`src/rtl/down_counter_timer_if.sv`:
```
// Control/status bundle for down_counter_timer.
// master drives the controls and reads status; slave is the timer side.
interface down_counter_timer_if #(
  parameter int unsigned WIDTH = 4
);
  logic             enable;
  logic             load;
  logic [WIDTH-1:0] load_value;
  logic             mode;
  logic             stop;
  logic [WIDTH-1:0] out;
  logic             tc;
  logic             busy;
  logic             load_err;

  modport master (
    output enable, load, load_value, mode, stop,
    input  out, tc, busy, load_err
  );

  modport slave (
    input  enable, load, load_value, mode, stop,
    output out, tc, busy, load_err
  );
endinterface

```
`src/rtl/down_counter_timer.sv`:
```
// Loadable down-counter/timer with one-shot and auto-reload modes.
// Emits a one-cycle tc pulse on expiry; load_err flags a zero-period load.
// Optional prescaler enabled by defining DOWN_COUNTER_PRESCALE_EN
// (PRESCALE enabled cycles per decrement); the default build has none.
module down_counter_timer #(
  parameter int unsigned WIDTH    = 4,
  parameter int unsigned PRESCALE = 4
) (
  input  logic                 clk,
  input  logic                 reset,
  down_counter_timer_if.slave  bus
);

  typedef enum logic [1:0] {
    IDLE    = 2'd0,
    RUN     = 2'd1,
    EXPIRED = 2'd2
  } state_t;

  // Reject illegal prescale settings at elaboration time.
  generate
    if (PRESCALE < 2 || PRESCALE > 65536) begin : g_bad_prescale
      $error("down_counter_timer: PRESCALE must be in 2..65536");
    end
  endgenerate

  state_t           state;
  logic [WIDTH-1:0] out_q;
  logic [WIDTH-1:0] reload_q;
  logic             mode_q;
  logic             tc_q;
  logic             busy_q;
  logic             load_err_q;
  logic             load_ok_c;
  logic             tick_c;

  assign load_ok_c = bus.load && (bus.load_value != '0);

`ifdef DOWN_COUNTER_PRESCALE_EN
  localparam int unsigned PSC_W   = (PRESCALE > 1) ? $clog2(PRESCALE) : 1;
  localparam logic [PSC_W-1:0] PSC_MAX = PSC_W'(PRESCALE - 1);

  logic [PSC_W-1:0] psc_q;

  // Decrement opportunity only on the enabled cycle that completes a prescale period.
  always_comb begin
    tick_c = bus.enable && (psc_q == PSC_MAX);
  end

  // Prescale counter: advances while running and enabled; cleared by reset, load and stop.
  always_ff @(posedge clk) begin
    if (reset || load_ok_c || bus.stop) begin
      psc_q <= '0;
    end else if (state == RUN && bus.enable) begin
      if (psc_q == PSC_MAX) begin
        psc_q <= '0;
      end else begin
        psc_q <= psc_q + PSC_W'(1);
      end
    end
  end
`else
  // Every enabled cycle is a decrement opportunity.
  always_comb begin
    tick_c = bus.enable;
  end
`endif

  // Main FSM: reset > valid load > stop > decrement/expiry; zero loads only raise load_err.
  always_ff @(posedge clk) begin
    if (reset) begin
      state      <= IDLE;
      out_q      <= '0;
      reload_q   <= '0;
      mode_q     <= 1'b0;
      tc_q       <= 1'b0;
      busy_q     <= 1'b0;
      load_err_q <= 1'b0;
    end else begin
      tc_q       <= 1'b0;
      load_err_q <= bus.load && (bus.load_value == '0);
      if (load_ok_c) begin
        state    <= RUN;
        out_q    <= bus.load_value;
        reload_q <= bus.load_value;
        mode_q   <= bus.mode;
        busy_q   <= 1'b1;
      end else if (bus.stop) begin
        state  <= IDLE;
        busy_q <= 1'b0;
      end else if (state == RUN && tick_c) begin
        if (out_q == WIDTH'(1)) begin
          tc_q <= 1'b1;
          if (mode_q) begin
            out_q <= reload_q;
          end else begin
            out_q  <= '0;
            state  <= EXPIRED;
            busy_q <= 1'b0;
          end
        end else begin
          out_q <= out_q - WIDTH'(1);
        end
      end
    end
  end

  assign bus.out      = out_q;
  assign bus.tc       = tc_q;
  assign bus.busy     = busy_q;
  assign bus.load_err = load_err_q;

endmodule

```
`src/flat_wrapper.sv`:
```
// flat-port wrapper written by rule: the top's interface ports become plain ports
module down_counter_timer_flat 
#(
  parameter int unsigned WIDTH    = 4,
  parameter int unsigned PRESCALE = 4
)
  (clk, reset, bus_enable, bus_load, bus_load_value, bus_mode, bus_stop, bus_out, bus_tc, bus_busy, bus_load_err);
  down_counter_timer_if #(.WIDTH(WIDTH)) bus_i ();
  input  logic clk;
  input  logic reset;
  input wire logic [$bits(bus_i.enable)-1:0] bus_enable;
  input wire logic [$bits(bus_i.load)-1:0] bus_load;
  input wire logic [$bits(bus_i.load_value)-1:0] bus_load_value;
  input wire logic [$bits(bus_i.mode)-1:0] bus_mode;
  input wire logic [$bits(bus_i.stop)-1:0] bus_stop;
  output wire logic [$bits(bus_i.out)-1:0] bus_out;
  output wire logic [$bits(bus_i.tc)-1:0] bus_tc;
  output wire logic [$bits(bus_i.busy)-1:0] bus_busy;
  output wire logic [$bits(bus_i.load_err)-1:0] bus_load_err;
  assign bus_i.enable = bus_enable;
  assign bus_i.load = bus_load;
  assign bus_i.load_value = bus_load_value;
  assign bus_i.mode = bus_mode;
  assign bus_i.stop = bus_stop;
  assign bus_out = bus_i.out;
  assign bus_tc = bus_i.tc;
  assign bus_busy = bus_i.busy;
  assign bus_load_err = bus_i.load_err;
  down_counter_timer #(.WIDTH(WIDTH), .PRESCALE(PRESCALE)) u_core (.clk(clk), .reset(reset), .bus(bus_i));
endmodule
```
`config.mk`:
```
export PLATFORM = sky130hd
export DESIGN_NAME = down_counter_timer_flat
export DESIGN_NICKNAME = d
export VERILOG_FILES = /design/src/rtl/down_counter_timer_if.sv /design/src/rtl/down_counter_timer.sv /design/src/flat_wrapper.sv
export SDC_FILE = /design/constraint.sdc
export NUM_CORES = 1
export LEC_CHECK = 0
export BUFFER_PORTS_ARGS = -buffer_cell sky130_fd_sc_hd__buf_2
export CORE_MARGIN = 8
export CORE_UTILIZATION = 40
export CTS_CLUSTER_DIAMETER = 150
export DETAILED_ROUTE_END_ITERATION = 8
export PLACE_DENSITY = 0.6
export SLEW_MARGIN = 20
export SYNTH_ARGS = -nofsm -noshare
export SYNTH_HDL_FRONTEND = slang
export SYNTH_SLANG_ARGS = --single-unit
```
`constraint.sdc`:
```
create_clock -name clk -period 1.9 [get_ports clk]
set_clock_uncertainty 0.1 [all_clocks]
set_input_delay 0.095 -clock clk [delete_from_list [all_inputs] [get_ports clk]]
set_output_delay 0.095 -clock clk [all_outputs]
set_load 0.01 [all_outputs]
```
Word level (Yosys, flattened, before mapping)
Index checks and enable logic that the tools add are counted.
{"block": "totals", "register_bits": 14, "input_bits": 10, "out_inout_bits": 7, "word_cells": 44}
{"block": "classes", "add_sub_neg": 1, "eq_ne": 4, "muxes": 16, "bitwise_logic": 2, "reduce_logical": 13}
{"operator": "two-way mux 4 bit", "count": 5}
{"operator": "two-way mux 1 bit", "count": 11}
{"operator": "AND reduction 3 bit", "count": 2}
{"operator": "nonzero test 3 bit", "count": 2}
{"operator": "equality test 4 x 1 -> 1 bit (second input constant)", "count": 1}
{"operator": "zero test 4 bit", "count": 1}
{"operator": "nonzero test 4 bit", "count": 1}
{"operator": "OR reduction 4 bit", "count": 1}
{"operator": "subtractor 4 x 1 -> 4 bit (second input constant)", "count": 1}
{"operator": "logical AND 1 bit", "count": 3}
{"operator": "inequality test 3 bit (second input constant)", "count": 1}
{"operator": "OR reduction 3 bit", "count": 1}
{"operator": "equality test 2 x 1 -> 1 bit (second input constant)", "count": 1}
{"operator": "inequality test 2 x 1 -> 1 bit (second input constant)", "count": 1}
{"operator": "inverter 1 bit", "count": 2}
{"operator": "AND reduction 2 bit", "count": 1}
{"operator": "nonzero test 2 bit", "count": 1}

Logic depth before layout (Yosys ltp)
Gate-level depths: netlist (run 1).
{"block": "depth", "depth_word": 5, "depth_mapped": 6, "ltp_nobuf": 6}

Least setup slack after synthesis (run 1)
Ideal clock, no wire load.
{"block": "synth_timing", "path_kind": "reg2reg", "from": "register u_core.out_q[0], in the netlist u_core.bus.out[0]", "to": "register u_core.busy_q, in the netlist u_core.bus.busy", "setup_time_ps": 148, "arrival_time_ps": 1500, "t_required_ps": 1652, "slack_ps": 153, "path_stages_with_launch": 6, "n_path_buf": 0, "synth_period_minus_slack_ps": 1747, "path_cell_list": "dfxtp_1 ha_1 nor3b_2 or3b_1 o21ai_1 a21oi_1"}
{"block": "synth_between", "elab_chain_len": 3}
{"item": "start: declaration", "line_no": "down_counter_timer.sv:28", "rtl": "logic [WIDTH-1:0] out_q;"}
{"item": "start signal: assignment", "line_no": "down_counter_timer.sv:84", "rtl": "out_q <= bus.load_value;"}
{"item": "start signal: assignment", "line_no": "down_counter_timer.sv:95", "rtl": "out_q <= reload_q;"}
{"item": "start signal: assignment", "line_no": "down_counter_timer.sv:102", "rtl": "out_q <= out_q - WIDTH'(1);"}
{"item": "equality test 4 x 1 -> 1 bit", "line_no": "down_counter_timer.sv:92", "rtl": "if (out_q == WIDTH'(1)) begin"}
{"item": "nonzero test 3 bit (no line)"}
{"item": "AND reduction 3 bit (no line)"}
{"item": "end signal: assignment", "line_no": "down_counter_timer.sv:87", "rtl": "busy_q <= 1'b1;"}
{"item": "end signal: assignment", "line_no": "down_counter_timer.sv:90", "rtl": "busy_q <= 1'b0;"}
{"item": "end signal: assignment", "line_no": "down_counter_timer.sv:99", "rtl": "busy_q <= 1'b0;"}
{"item": "end: declaration", "line_no": "down_counter_timer.sv:32", "rtl": "logic busy_q;"}
Every way passes these cells.
A chain may end at the register's enable or synchronous reset.

Final worst setup path (run 1)
Ends and elaborated chain as after synthesis.

==> results of run 1 <==
## registers in the layout, indices dropped and copies added (netlist names)
| signal | count |
|---|---|
| u_core.reload_q | 4 |
| u_core.bus.busy | 1 |
| u_core.bus.load_err | 1 |
| u_core.bus.out | 4 |
| u_core.state | 1 |
| u_core.bus.tc | 1 |
| u_core.mode_q | 1 |
## kinds of logic (layout without fill, tap and decap cells)
logic type	count (synthesis)	after routing	share of synthesized area
flip-flops	13	13	0.391
adder cells (fa/ha/maj)	2	2	0.0376
buffers and inverters	5	28	0.0282
AO/OA/AOI/OAI	18	18	0.224
AND/OR/NAND/NOR	36	36	0.305
multiplexers	1	1	0.0150
## through the flow
stage	cell area, um2	worst slack (ns)	util	cells
final	831	0.229	0.539	114
after global routing	831	0.107	0.539	114
after CTS	831	0.228	0.539	114
after detailed placement	773	0.237	0.502	107
after global placement	773	0.285	0.502	107
after floorplan	666	0.153	-	75
## worst max-delay path: stages, from the launching register on
cell     delay [ns]
dfxtp_1        0.41
ha_1           0.22
nor3b_2        0.22
or3b_1         0.41
o21ai_1        0.13
a21oi_1        0.07
## cell type report
cell class | count | area [um2]
multi-input combinational | 57 | 387
sequential | 13 | 260
clock buffer | 3 | 22.5
timing repair buffer | 21 | 125
inverter | 3 | 11.3
fill | 158 | 711
clock inverter | 1 | 5.00
tap | 16 | 20.0
## per-layer routing
metal / up-vias / GRT usage / part of all wire
met5: - / 0 / 0
met4: 0 / 0.0638 / 0.019
met3: 4 / 0.0337 / 0.052
met2: 14 / 0.132 / 0.45
met1: 275 / 0.103 / 0.48
li1: 326 / - / -
## power by group through the flow
stage | combinational (uW) | clock (uW) | sequential [uW]
finish | 106 | 174 | 302
CTS | 107 | 178 | 302
global placement | 103 | 0 | 308
global route | 118 | 192 | 305
detailed placement | 102 | 0 | 309
floorplan | 60.0 | 0 | 309
## Yosys cell counts (all sizes together)
master	count	area, um2
a21oi	3	15.0
o21ai	2	10.0
a31oi	1	6.26
ha	2	25.0
o41ai	1	27.5
and3b	1	8.76
mux2i	1	10.0
nor2b	2	12.5
a211oi	1	7.51
dfxtp	13	260
and4bb	1	12.5
o31ai	2	15.0
nor3b	3	27.5
a22oi	2	15.0
a211o	2	18.8
nand4b	1	8.76
nand2b	1	13.8
o21a	1	7.51
and3	1	6.26
nor2	10	37.5
inv	3	11.3
nand2	9	33.8
nor3	4	20.0
or3b	1	8.76
or3	2	12.5
clkbuf	2	7.51
a311oi	3	26.3
## timing repair
action | 4_1_cts | 5_1_grt
setup buffers | 0 | 0
hold buffers | 3 | 0
hold endpoints to repair | 3 | 0
## cell usage in the layout, fill, tap and decap left out, types with 3 or more instances in the layout
cell type,instances
inv_1,3
a21oi_1,3
buf_2,16
nor3_1,4
dlygate4sd3_1,3
dfxtp_1,13
nand2_1,9
clkbuf_4,3
a311oi_1,3
nor2_1,10
## worst min path at each step
stage             start              end  slack (ns)  depth (start not counted)
2_1_floorplan  bus_stop    u_core.bus.tc        0.07                          1
3_3_place_gp   bus_stop    u_core.bus.tc        0.23                          2
3_5_place_dp   bus_stop    u_core.bus.tc        0.22                          2
4_1_cts           reset  u_core.bus.busy       0.002                          2
5_1_grt           reset  u_core.bus.busy        0.02                          2
6_report          reset  u_core.bus.busy       0.001                          2
==> flow_summary.ini, run 1 <==
[detailed_routing]
first_iter_violations = 14
ant_nets = 0
drc_errors = 0
routed_wl_um = 1440
avgRoutedWirePerCell_um = 12.6
drtPass1Iterations = 4
via_per_inst = 5.43
vias = 619

[cells_and_area]
nets = 111
antenna_cells = 0
drive_above_1_share = 0.276
area_delta_synth_final_pct = 24.8

[critical_path]
reg2reg_slack_ns = 0.23
end_kind = flop
cp.required_ns = 1.97
ff2ff_path_depth = 5
crit_path_max_fanout = 6
startpoint = u_core.bus.out[0]
cp-endpoint = u_core.bus.busy
r2r-end = u_core.bus.busy
path_class = reg2reg
worstSetupStartpointType = flop
cp.arrival_ns = 1.74
r2r_start = u_core.bus.out[0]

[cts]
cts_root_buf = clkbuf_4
clk_latency_ns = 0.28
cts-resized-gates = 0
cts_tree = built
cts_sinks = 13
cts_made_buffers = 3
cts.path.max_buffers = 2
clkSlewWorstSetupHoldPaths_ns = 0.08
htreeDepth = 1

[placement]
gp_congestion = 0.833
post-dp-hpwl_um = 1140
port_buffers = 16

[synth]
syn_inst = 75
ys_warn_count = 0
synth.distinct_cells = 30
mappedNetlistNets = 87
syn_area_um2 = 666
ys_ff_latch = 13
synth.avg_cell_area_um2 = 8.88
ys_seq_area_frac = 0.391

[timing]
layout_min_cycle_time_ns = 1.67
grt_setup_unrepaired = false
slew_violations = 0
max_freq_mhz = 599
slew_headroom = 0.831
hold_viol = 0
setup_viol = 0
worst_pin_slew_ns = 0.253
tns_ns = 0
fin_hold_ws_ns = 0.000952
min_period_over_period = 0.879

[power]
clkPwrFrac = 0.299
internal_power_uw = 416
seqPwrFrac = 0.519
p_per_area_mw_per_mm2 = 700
p_leak_uw = 0.000359
power_frac_comb = 0.182
netSwitchingFraction = 0.285
vdd_drop_max_uv = 544
p_total_uw = 582
p_switching_uw = 166

[die]
die_height_um = 56.8
initial_utilization = 0.432
fp.dieW_um = 56.8
rows = 14
core_mm2 = 0.00154
dieArea_mm2 = 0.00323
ios = 17

[grt]
antenna_found_initial = 0
globalRoute.totalOverflow = 0
grt_pass1_wl_um = 2340
grt_max_degree = 11
grt_pass1_vias = 553
track_usage = 0.0896

[hold_path]
worstHoldPathType = in2reg

[run_status]
status = finished, final reports clean

[job]
cap_violations = 0
No activity file was read; power rests on OpenSTA's default activity.
==> inputs of run 2 (changes only) <==
ABC_AREA = 1   (was default)
CAP_MARGIN = 20   (was default)
PLACE_DENSITY = 0.59   (was 0.6)
==> flow_summary.ini, run 2 <==
[run_status]
status = finished, final reports clean

[cts]
clk_latency_ns = 0.28
clkSlewWorstSetupHoldPaths_ns = 0.08
cts.path.max_buffers = 2
cts_sinks = 13
cts-resized-gates = 0
post-cts-setup-buffers = 0
cts_made_buffers = 3
cts_root_buf = clkbuf_4
cts_tree = built
htreeDepth = 1

[die]
ios = 17
fp.dieW_um = 58.3
dieArea_mm2 = 0.00340
die_height_um = 58.3
initial_utilization = 0.419
core_mm2 = 0.00171
rows = 15

[cells_and_area]
design_area_um2 = 863
fin_util = 0.505
finalNonFillerCells = 145
final_cell_mix = nand2_1 (24), buf_2 (16), inv_1 (13), dfxtp_1 (13), nand3_1 (12)
drive_above_1_share = 0.258
nets = 133
mostFrequentLayoutCell = nand2_1
antenna_cells = 0
area_delta_synth_final_pct = 20.6

[timing]
hold_viol = 0
tns_ns = 0
min_period_over_period = 0.724
layout_min_cycle_time_ns = 1.38
grt_setup_unrepaired = false
worst_pin_slew_ns = 0.278
max_freq_mhz = 727
slew_violations = 0
setup_viol = 0
slew_headroom = 0.813

[grt]
globalRoute.totalOverflow = 0
antenna_found_initial = 0
grt_pass1_wl_um = 2870
track_usage = 0.108
grt_pass1_vias = 688
grt_max_degree = 17

[power]
netSwitchingFraction = 0.305
p_switching_uw = 183
clkPwrFrac = 0.295
p_per_area_mw_per_mm2 = 695
vdd_drop_max_uv = 494
power_frac_comb = 0.203
p_leak_uw = 0.000405
internal_power_uw = 417
seqPwrFrac = 0.502

[synth]
ys_ff_latch = 13
yosysMostFrequentCell = nand2_1
mappedNetlistNets = 111
syn_inst = 99
synthDominantCellAreaShare = 0.364
ys_warn_count = 0
synth.distinct_cells = 21
yosys.area.top_type = dfxtp_1
ys_seq_area_frac = 0.364
synthTopCellsByArea = dfxtp_1 (36%), nand2_1 (13%), nand3_1 (8.4%)
synth-edff-count = 0
async_reset_ff_frac = 0
syn_area_um2 = 716
synth_commonest_cells = nand2_1 (24), dfxtp_1 (13), inv_1 (13)
synth_ff_type = dfxtp_1
synth.avg_cell_area_um2 = 7.23

[detailed_routing]
avgRoutedWirePerCell_um = 11.3
drc_errors = 0
first_iter_violations = 15
via_per_inst = 4.78
drtPass1Iterations = 4
routed_wl_um = 1640
vias = 693
ant_nets = 0

[critical_path]
cp.required_ns = 2.02
r2r_start = u_core.bus.out[1]
reg2reg_slack_ns = 0.52
critPathBufInv = 2
startpoint = u_core.bus.out[1]
path_cells = inv_1, ha_1, nand2_2, inv_2, nand3_1, nand3_1, a21oi_1
end_kind = flop
cp_slowest_stage_delay_ns = 0.39
worstSetupStartpointType = flop
r2r-end = u_core.bus.busy
crit_path_max_fanout = 6
cpMaxStageDelayCell = dfxtp_1
worst_path_most_repeated_cell = nand3_1
path_class = reg2reg
critical-path-top-delay-family = flip-flops
cp.depth = 7
cp.arrival_ns = 1.49
cp-endpoint = u_core.bus.busy
ff2ff_path_depth = 7

[placement]
dpl.cell_count = 138
port_buffers = 16
post-dp-hpwl_um = 1270
place_area_um2 = 807
gp_congestion = 0.809

[hold_path]
worstHoldPathType = in2reg

[job]
cap_violations = 0
## run 2: worst min path at each step
stage	from	cells after the start	slack, ns	end
floorplan	bus_load	2	0.12	u_core.bus.load_err
global placement	bus_mode	3	0.27	u_core.mode_q
detailed placement	bus_mode	3	0.29	u_core.mode_q
CTS	bus_load_value[1]	3	0.02	u_core.reload_q[1]
global route	bus_load_value[1]	3	0.03	u_core.reload_q[1]
finish	bus_load_value[1]	3	0.02	u_core.reload_q[1]
## run 2: per-stage QoR
| stage | worst slack [ns] | hold slack (ns) | total power (uW) |
|---|---|---|---|
| finish | 0.524 | 0.0204 | 600 |
| global route | 0.396 | 0.0256 | 641 |
| CTS | 0.523 | 0.0210 | 607 |
| detailed placement | 0.537 | 0.287 | 425 |
| global placement | 0.556 | 0.273 | 424 |
| floorplan | 0.605 | 0.122 | 391 |
## run 2: final cells by class
type | instances | area [um2]
Clock buffer | 4 | 26.3
Fill cell | 183 | 845
Inverter | 14 | 52.6
Multi-Input combinational cell | 70 | 383
Sequential cell | 13 | 260
Tap cell | 25 | 31.3
Timing Repair Buffer | 19 | 110
## run 2: repair_timing
action	CTS	global route
hold endpoints to repair	3	0
hold buffers	3	0
endpoints found under the setup margin	0	0
## run 2: kinds of logic after synthesis
kind of cell / synth area share
flops: 0.364
buf+inv: 0.101
compound gates: 0.107
simple gates: 0.381
fa+ha+maj: 0.0350
xor+xnor: 0.0122
## run 2: power by group through the flow
stage	clock network (uW)	logic, uW	registers (uW)
3_5_place_dp	0	118	307
5_1_grt	197	140	304
3_3_place_gp	0	117	307
4_1_cts	184	123	301
6_report	177	122	301
2_1_floorplan	0	82.0	309
## run 2: routing by layer
| layer | GRT usage | wire (um) | up-vias |
|---|---|---|---|
| li1 | - | - | 363 |
| met1 | 0.118 | 751 | 315 |
| met4 | 0.0315 | 13 | 0 |
| met5 | 0 | 0 | - |
| met3 | 0.0500 | 96 | 2 |
| met2 | 0.183 | 776 | 13 |
## run 2: worst reg2reg max path: cells and delay by family (launching register included)
kind | cells | cell delay (ns)
adders and majority gates | 1 | 0.22
AOI/OAI and AO/OA | 1 | 0.12
DFF | 1 | 0.39
buffers and inverters | 2 | 0.14
and+or+nand+nor | 3 | 0.35
==> inputs of run 3 (changes only) <==
clock period = 1.4 ns   (was 1.9 ns; I/O delays follow)
==> flow_summary.ini, run 3 (same netlist as run 2, synthesis figures left out) <==
[cells_and_area]
antenna_cells = 0
final_cell_mix = nand2_1 (23), buf_2 (16), inv_1 (13)
area_delta_synth_final_pct = 25.9
nets = 136
drive_above_1_share = 0.301
fin_util = 0.527
mostFrequentLayoutCell = nand2_1

[timing]
hold_viol = 0
grt_setup_unrepaired = false
min_period_over_period = 0.893
worst_pin_slew_ns = 0.280
slew_violations = 0
max_freq_mhz = 800
slew_headroom = 0.812
layout_min_cycle_time_ns = 1.25
setup_viol = 0
tns_ns = 0

[critical_path]
worstSetupStartpointType = flop
end_kind = flop
reg2reg_slack_ns = 0.15
cp.required_ns = 1.50
cp.arrival_ns = 1.36
crit_path_max_fanout = 6
path_class = reg2reg

[run_status]
status = finished, final reports clean

[detailed_routing]
drc_errors = 0
avgRoutedWirePerCell_um = 11.1
vias = 713
first_iter_violations = 12
drtPass1Iterations = 4
ant_nets = 0
routed_wl_um = 1640
via_per_inst = 4.82

[cts]
clkSlewWorstSetupHoldPaths_ns = 0.08
cts_root_buf = clkbuf_4
cts.path.max_buffers = 2
cts_sinks = 13
htreeDepth = 1
clk_latency_ns = 0.28
cts_made_buffers = 3
cts_tree = built

[hold_path]
worstHoldPathType = in2reg

[die]
initial_utilization = 0.419
rows = 15
fp.dieW_um = 58.3
core_mm2 = 0.00171
ios = 17
dieArea_mm2 = 0.00340
die_height_um = 58.3

[grt]
track_usage = 0.107
grt_max_degree = 17
antenna_found_initial = 0
grt_pass1_wl_um = 2870
globalRoute.totalOverflow = 0
grt_pass1_vias = 698

[placement]
post-dp-hpwl_um = 1260
gp_congestion = 0.842
port_buffers = 16

[job]
cap_violations = 0

[power]
p_leak_uw = 0.000419
p_per_area_mw_per_mm2 = 910
vdd_drop_max_uv = 679
run 3: changes by cell type in the layout (fill, tap and decap cells not counted), sizes merged:
cell	delta
buf	+2
dlygate4sd3	+1
run 3: metrics by stage:
step           worst slack, ns  area, um2  instances  hold WS [ns]  total power (uW)
6_report                 0.150        901        148       0.00645               820
2_1_floorplan            0.105        716         99        0.0973               531
3_5_place_dp            0.0699        815        139         0.255               579
5_1_grt                0.00872        901        148        0.0113               877
4_1_cts                 0.0412        881        147       0.00340               829
3_3_place_gp             0.112        815        139         0.248               579
run 3: worst paths after layout:
kind | from | to | depth (start not counted)
max | u_core.bus.out[1] | u_core.state[1] | 6
min | bus_load_value[2] | u_core.reload_q[2] | 3
max reg2reg | u_core.bus.out[1] | u_core.state[1] | 6
min reg2reg | u_core.reload_q[3] | u_core.reload_q[3] | 2
run 3: area by class of cell:
type / instances / area (um2)
tap: 25 / 31.3
fill: 189 / 807
multi-input combinational: 70 / 393
inverter: 14 / 52.6
sequential: 13 / 263
timing repair buffer: 22 / 135
clock buffer: 4 / 26.3
run 3: power breakdown:
part | total [uW] | internal, uW | switching (uW)
logic | 173 | 72.1 | 101
registers | 409 | 391 | 17.9
clock network | 237 | 111 | 127
run 3: timing repair:
action / 4_1_cts / 5_1_grt
hold buffers: 4 / 0
setup buffers: 0 / 1
endpoints found under the hold margin: 9 / 0
setup endpoints to repair: 0 / 6
resized for setup: 0 / 5
run 3: critical path, stage by stage, from the launching register on:
cell	delay, ns
dfxtp_2	0.34
inv_1	0.07
ha_2	0.20
nand2_2	0.10
inv_2	0.08
nand3_1	0.10
a211oi_2	0.18
run 3: metal layers:
metal | wire [um] | track usage | up-vias
met5 | 0 | 0 | -
met4 | 7 | 0.0105 | 0
met3 | 84 | 0.0522 | 2
met2 | 782 | 0.178 | 10
met1 | 768 | 0.123 | 332
li1 | - | - | 369
